==> src/rtl/if_id_dual_if.sv <==
// Bundle of fetch-side inputs and IF/ID-side outputs for the dual-lane IF/ID register.
interface if_id_dual_if #(
  parameter int CNT_W = 16
);
  logic [31:0]      if_instruction_r_i;
  logic [31:0]      if_instruction_i_i;
  logic [31:0]      if_pc_i;
  logic             if_valid_i;
  logic             hazard_i;
  logic             flush_i;
  logic [31:0]      IF_ID_instruction_r;
  logic [31:0]      IF_ID_instruction_i;
  logic [31:0]      IF_ID_pc;
  logic             IF_ID_valid;
  logic             pc_write_o;
  logic             id_ex_bubble_o;
  logic [CNT_W-1:0] stall_count_o;
  logic [CNT_W-1:0] flush_count_o;

  modport slave (
    input  if_instruction_r_i, if_instruction_i_i, if_pc_i, if_valid_i, hazard_i, flush_i,
    output IF_ID_instruction_r, IF_ID_instruction_i, IF_ID_pc, IF_ID_valid,
           pc_write_o, id_ex_bubble_o, stall_count_o, flush_count_o
  );

  modport master (
    output if_instruction_r_i, if_instruction_i_i, if_pc_i, if_valid_i, hazard_i, flush_i,
    input  IF_ID_instruction_r, IF_ID_instruction_i, IF_ID_pc, IF_ID_valid,
           pc_write_o, id_ex_bubble_o, stall_count_o, flush_count_o
  );
endinterface

==> src/rtl/if_id_dual_register.sv <==
// Dual-lane IF/ID pipeline register with load-use stall, multi-cycle flush squash
// and saturating stall/flush statistics counters.
//
// state  | meaning
// RUN    | normal capture; hazard stalls, flush squashes the current edge
// SQUASH | extra post-flush cycles: lanes forced to NOP, fetch discarded
module if_id_dual_register #(
  parameter logic [31:0] NOP_WORD     = 32'h0000_0000,
  parameter int          FLUSH_CYCLES = 1,
  parameter int          CNT_W        = 16
) (
  input logic         clk,
  input logic         rst_n,
  if_id_dual_if.slave bus
);

  typedef enum logic {RUN, SQUASH} state_t;

  localparam logic [1:0] SQ_RELOAD = 2'(FLUSH_CYCLES - 1);

  state_t           state_q, state_d;
  logic [1:0]       sq_cnt_q, sq_cnt_d;
  logic [31:0]      instr_r_q, instr_r_d;
  logic [31:0]      instr_i_q, instr_i_d;
  logic [31:0]      pc_q, pc_d;
  logic             valid_q, valid_d;
  logic [CNT_W-1:0] stall_cnt_q, stall_cnt_d;
  logic [CNT_W-1:0] flush_cnt_q, flush_cnt_d;
  logic             stall_req;
  logic             bubble;

  always_ff @(posedge clk or negedge rst_n) begin
    if (!rst_n) begin
      state_q     <= RUN;
      sq_cnt_q    <= '0;
      instr_r_q   <= NOP_WORD;
      instr_i_q   <= NOP_WORD;
      pc_q        <= '0;
      valid_q     <= 1'b0;
      stall_cnt_q <= '0;
      flush_cnt_q <= '0;
    end else begin
      state_q     <= state_d;
      sq_cnt_q    <= sq_cnt_d;
      instr_r_q   <= instr_r_d;
      instr_i_q   <= instr_i_d;
      pc_q        <= pc_d;
      valid_q     <= valid_d;
      stall_cnt_q <= stall_cnt_d;
      flush_cnt_q <= flush_cnt_d;
    end
  end

  // rst_n gates the stall so the PC keeps its write enable while held in reset
  assign stall_req = rst_n && (state_q == RUN) && bus.hazard_i && !bus.flush_i;
  assign bubble    = stall_req || (rst_n && (state_q == SQUASH));

  always_comb begin
    state_d     = state_q;
    sq_cnt_d    = sq_cnt_q;
    instr_r_d   = instr_r_q;
    instr_i_d   = instr_i_q;
    pc_d        = pc_q;
    valid_d     = valid_q;
    stall_cnt_d = stall_cnt_q;
    flush_cnt_d = flush_cnt_q;

    unique case (state_q)
      RUN: begin
        if (bus.flush_i) begin
          instr_r_d = NOP_WORD;
          instr_i_d = NOP_WORD;
          valid_d   = 1'b0;
          if (FLUSH_CYCLES > 1) begin
            state_d  = SQUASH;
            sq_cnt_d = SQ_RELOAD;
          end
          if (flush_cnt_q != '1) flush_cnt_d = flush_cnt_q + 1'b1;
        end else if (bus.hazard_i) begin
          if (stall_cnt_q != '1) stall_cnt_d = stall_cnt_q + 1'b1;
        end else begin
          instr_r_d = bus.if_valid_i ? bus.if_instruction_r_i : NOP_WORD;
          instr_i_d = bus.if_valid_i ? bus.if_instruction_i_i : NOP_WORD;
          pc_d      = bus.if_pc_i;
          valid_d   = bus.if_valid_i;
        end
      end
      SQUASH: begin
        instr_r_d = NOP_WORD;
        instr_i_d = NOP_WORD;
        valid_d   = 1'b0;
        if (flush_cnt_q != '1) flush_cnt_d = flush_cnt_q + 1'b1;
        if (bus.flush_i) begin
          if (FLUSH_CYCLES > 1) begin
            sq_cnt_d = SQ_RELOAD;
          end else begin
            state_d  = RUN;
            sq_cnt_d = '0;
          end
        end else begin
          sq_cnt_d = sq_cnt_q - 2'd1;
          if (sq_cnt_q <= 2'd1) state_d = RUN;
        end
      end
      default: begin
        state_d  = RUN;
        sq_cnt_d = '0;
      end
    endcase
  end

  assign bus.IF_ID_instruction_r = instr_r_q;
  assign bus.IF_ID_instruction_i = instr_i_q;
  assign bus.IF_ID_pc            = pc_q;
  assign bus.IF_ID_valid         = valid_q;
  assign bus.pc_write_o          = !stall_req;
  assign bus.id_ex_bubble_o      = bubble;
  assign bus.stall_count_o       = stall_cnt_q;
  assign bus.flush_count_o       = flush_cnt_q;

endmodule

==> src/flat_wrapper.sv <==
// flat-port wrapper written by rule: the top's interface ports become plain ports
module if_id_dual_register_flat 
#(
  parameter logic [31:0] NOP_WORD     = 32'h0000_0000,
  parameter int          FLUSH_CYCLES = 1,
  parameter int          CNT_W        = 16
)
  (clk, rst_n, bus_if_instruction_r_i, bus_if_instruction_i_i, bus_if_pc_i, bus_if_valid_i, bus_hazard_i, bus_flush_i, bus_IF_ID_instruction_r, bus_IF_ID_instruction_i, bus_IF_ID_pc, bus_IF_ID_valid, bus_pc_write_o, bus_id_ex_bubble_o, bus_stall_count_o, bus_flush_count_o);
  if_id_dual_if #(.CNT_W(CNT_W)) bus_i ();
  input logic clk;
  input logic rst_n;
  input wire logic [$bits(bus_i.if_instruction_r_i)-1:0] bus_if_instruction_r_i;
  input wire logic [$bits(bus_i.if_instruction_i_i)-1:0] bus_if_instruction_i_i;
  input wire logic [$bits(bus_i.if_pc_i)-1:0] bus_if_pc_i;
  input wire logic [$bits(bus_i.if_valid_i)-1:0] bus_if_valid_i;
  input wire logic [$bits(bus_i.hazard_i)-1:0] bus_hazard_i;
  input wire logic [$bits(bus_i.flush_i)-1:0] bus_flush_i;
  output wire logic [$bits(bus_i.IF_ID_instruction_r)-1:0] bus_IF_ID_instruction_r;
  output wire logic [$bits(bus_i.IF_ID_instruction_i)-1:0] bus_IF_ID_instruction_i;
  output wire logic [$bits(bus_i.IF_ID_pc)-1:0] bus_IF_ID_pc;
  output wire logic [$bits(bus_i.IF_ID_valid)-1:0] bus_IF_ID_valid;
  output wire logic [$bits(bus_i.pc_write_o)-1:0] bus_pc_write_o;
  output wire logic [$bits(bus_i.id_ex_bubble_o)-1:0] bus_id_ex_bubble_o;
  output wire logic [$bits(bus_i.stall_count_o)-1:0] bus_stall_count_o;
  output wire logic [$bits(bus_i.flush_count_o)-1:0] bus_flush_count_o;
  assign bus_i.if_instruction_r_i = bus_if_instruction_r_i;
  assign bus_i.if_instruction_i_i = bus_if_instruction_i_i;
  assign bus_i.if_pc_i = bus_if_pc_i;
  assign bus_i.if_valid_i = bus_if_valid_i;
  assign bus_i.hazard_i = bus_hazard_i;
  assign bus_i.flush_i = bus_flush_i;
  assign bus_IF_ID_instruction_r = bus_i.IF_ID_instruction_r;
  assign bus_IF_ID_instruction_i = bus_i.IF_ID_instruction_i;
  assign bus_IF_ID_pc = bus_i.IF_ID_pc;
  assign bus_IF_ID_valid = bus_i.IF_ID_valid;
  assign bus_pc_write_o = bus_i.pc_write_o;
  assign bus_id_ex_bubble_o = bus_i.id_ex_bubble_o;
  assign bus_stall_count_o = bus_i.stall_count_o;
  assign bus_flush_count_o = bus_i.flush_count_o;
  if_id_dual_register #(.NOP_WORD(NOP_WORD), .FLUSH_CYCLES(FLUSH_CYCLES), .CNT_W(CNT_W)) u_core (.clk(clk), .rst_n(rst_n), .bus(bus_i));
endmodule
==> config.mk <==
export PLATFORM = sky130hd
export DESIGN_NAME = if_id_dual_register_flat
export DESIGN_NICKNAME = d
export VERILOG_FILES = /design/src/rtl/if_id_dual_if.sv /design/src/rtl/if_id_dual_register.sv /design/src/flat_wrapper.sv
export SDC_FILE = /design/constraint.sdc
export NUM_CORES = 1
export LEC_CHECK = 0
export BUFFER_PORTS_ARGS = -buffer_cell sky130_fd_sc_hd__buf_2
export CAP_MARGIN = 20
export CORE_MARGIN = 5
export CORE_UTILIZATION = 40
export CTS_CLUSTER_DIAMETER = 40
export CTS_CLUSTER_SIZE = 24
export DETAILED_ROUTE_END_ITERATION = 8
export PLACE_DENSITY_LB_ADDON = 0.15
export SETUP_SLACK_MARGIN = 0.1
export SLEW_MARGIN = 0
export SYNTH_ARGS = -nofsm -noshare
export SYNTH_HDL_FRONTEND = slang
export SYNTH_SLANG_ARGS = --single-unit
==> constraint.sdc <==
create_clock -name clk -period 4.5 [get_ports clk]
set_input_delay 0.45 -clock clk [delete_from_list [all_inputs] [get_ports clk]]
set_output_delay 0.45 -clock clk [all_outputs]
set_load 0.05 [all_outputs]
==> run metrics <==
Num CTS Buffers 17; Fin Setup TNS 0 ns; slowest CP cell nor3b_4; later-pin clock latency in the skew report about 0.42 ns; post-route ant nets 0; vias in the first global route roughly 4200; Hold-fix buffers, CTS 0; Leak 3.75 nW; total length of routed wires ~14000 µm; Port Buffers 231; status finished, violations left; CP Class reg -> out; Antenna Cells 0; part of the power in registers 0.398; post-synthesis cell type count 39; via count 3948; GRT Overall Usage 0.184; arrival time worst endpoint around 2 ns; Setup violations, final 0; Tcrit/Tclk final 0.552; R2R Path End u_core.bus.IF_ID_instruction_i[14]; DRC viols 0; synth warn 0; Final min period 2.48 ns; Max VDD drop around 0.21 mV; Yosys reg bits 132; Mean Syn Cell Area ~14 µm²; Area Overhead vs Synth 35.5%; Core Box Area 12700 µm²; Max Slew Vio Count 0; Root Driver clkbuf_16; element type at the critical path end output port; cells after synthesis 370; RSZ-0062 raised after global routing false; setup bufs post-CTS 0; Vias/cell approximately 5; Finished Layout Cells ~790; Initial DRT Pass Iterations 4; FF-to-FF setup slack roughly 2.2 ns; Die ar. approximately 15000 µm²; Starting Density 0.410; drt first-iter violations ~220; Crit Path Max Fanout 18; crit-path max cell delay just over 0.7 ns; Die Wd between 100 and 150 µm; syn nets 474; post_cts resized 0; Placed Cells about 760; Setup crit start kind flop; slew of the pin with the lowest slew margin around 0.91 ns; CTS tree yes; Clock Tree Buf Depth 2; Hold WC Path Type in -> async; sequential area share after synthesis 0.636; Logic pwr share 0.237; share of post-route cells with drive strength above 1 0.491; initial antenna violation count 2; max-cap viol count 0; Clk pwr share 0.365; P_sw around 0.0012 W; wire per inst approximately 17 µm; Cell Area, Synth around 5200 µm²; Fin. Hold Viols 1; largest net degree at the start of global routing 76; final net count between 700 and 800; routability cong. 0.807; cell internal pwr 0.00234 W; CP Cell Sequence nor3b_4, o21a_1, buf_2; io pins between 200 and 250; Fmax around 400 MHz; DP Wirelength 9910 µm; failing checks hold timing; clock sinks approximately 130; FP Rows a little over 40; slew margin rel. 0.390; PwrDens 506 nW/µm²; global-route wire length before repair roughly 21000 µm; Sw Share 0.342; commonest cells after routing, fill and taps aside buf_2 (230), dfrtp_1 (132), a22o_1 (64), mux2_2 (32), clkbuf_16 (17); CTS clock-pin slew for the worst setup and hold paths around 0.050 ns; DIE HEIGHT between 100 and 150 µm; grt total ovfl 0; H-tree lvl count 4; R2R depth 5; CP Data Required Time 4.05 ns; worst reg2reg path startpoint u_core.state_q; commonest non-fill, non-tap cell in the layout buf_2; worst hold margin -0.000686 ns; Post-Route Skew about 0.012 ns
## sequential cells by signal, indices dropped and copies added (netlist names)
signal / flops
u_core.bus.IF_ID_valid: 1
u_core.sq_cnt_q: 2
u_core.bus.stall_count_o: 16
u_core.bus.IF_ID_instruction_r: 32
u_core.state_q: 1
u_core.bus.IF_ID_instruction_i: 32
u_core.bus.flush_count_o: 16
u_core.bus.IF_ID_pc: 32
## cells by family (layout without fill, tap and decap cells)
group                      count (synthesis)  in the layout  synth area share
adders and majority gates                  3              3           0.00722
muxes                                     36             36            0.0778
and+or+nand+nor                           71             71            0.0821
buffers and inverters                     23            268            0.0274
DFF                                      132            132             0.636
xor gates and xnor gates                  26             26            0.0438
AOI/OAI and AO/OA                         79             79             0.126
## through the flow
stage	total power, W	hold slack [ns]	setup slack, ns	utilization	instance area [µm²]
5_1_grt	0.00372	0.0347	1.87	0.556	7040
6_report	0.00356	-0.000686	2.02	0.556	7040
4_1_cts	0.00360	0.0105	1.98	0.556	7040
3_3_place_gp	0.00228	0.453	2.15	0.511	6480
3_5_place_dp	0.00229	0.454	2.03	0.511	6480
2_1_floorplan	0.00203	0.154	2.43	-	5200
## synth_stat cells (all sizes together)
master   number  area share
o2111ai       1      0.0017
nor3          4      0.0039
a21boi        1      0.0014
nor2          6      0.0058
a31oi         2      0.0024
and4bb        1      0.0024
nor3b         4      0.0077
inv           2      0.0014
dfrtp       132        0.64
and2          6      0.0072
a21oi         6      0.0058
mux2         35       0.076
and4          4      0.0067
and3          4      0.0048
nand2b        1      0.0012
xnor2        10       0.017
nand3        11       0.011
o21ai         1     0.00096
clkbuf        5      0.0036
xor2         16       0.027
or2           1      0.0012
nand4        12       0.016
buf          16       0.022
nand2        12      0.0087
mux2i         1      0.0019
nor4          4      0.0048
a21o          1      0.0014
o21a          1      0.0014
nand3b        1      0.0014
a22o         64        0.11
a211oi        2      0.0029
ha            3      0.0072
## power by group through the flow
stage          Combinational, W  Clock [W]  Sequential [W]
6_report               0.000844    0.00130         0.00142
5_1_grt                0.000895    0.00139         0.00144
4_1_cts                0.000856    0.00133         0.00142
3_5_place_dp           0.000855          0         0.00144
3_3_place_gp           0.000846          0         0.00143
2_1_floorplan          0.000179          0         0.00185
## critical path, delay by kind of cell (launching register included)
family          cells  cell delay, ns
flops               1            0.46
simple gates        1            0.72
compound gates      1            0.19
buf+inv             1            0.26
## layout make-up
class / count / area, µm²
inverters: 2 / 7.51
fillers: 1110 / 5630
flip-flops and latches: 132 / 3300
clock buffers: 23 / 488
multi-input cells: 215 / 1760
well taps: 172 / 215
clock inverters: 8 / 76.3
repair buffers: 235 / 1190
## worst max-delay path by stage
| stage | from | end | depth (start not counted) |
|---|---|---|---|
| 3_3_place_gp | bus_flush_i | u_core.bus.IF_ID_instruction_i[14] | 6 |
| 6_report | u_core.state_q | bus_id_ex_bubble_o | 3 |
| 2_1_floorplan | bus_flush_i | bus_id_ex_bubble_o | 4 |
| 3_5_place_dp | bus_flush_i | u_core.bus.IF_ID_instruction_i[14] | 6 |
| 5_1_grt | u_core.state_q | bus_id_ex_bubble_o | 3 |
| 4_1_cts | u_core.state_q | bus_id_ex_bubble_o | 3 |
## routing by layer
layer  share of wire  GRT usage  wire [µm]  vias to the layer above
met1            0.41      0.229       5610                     1930
met5          0.0020          0         27                        -
li1                -          -          -                     1839
met3           0.083     0.0754       1130                       27
met4           0.023     0.0719        311                        4
met2            0.48      0.288       6540                      148
(Power assumes the default switching activity.)
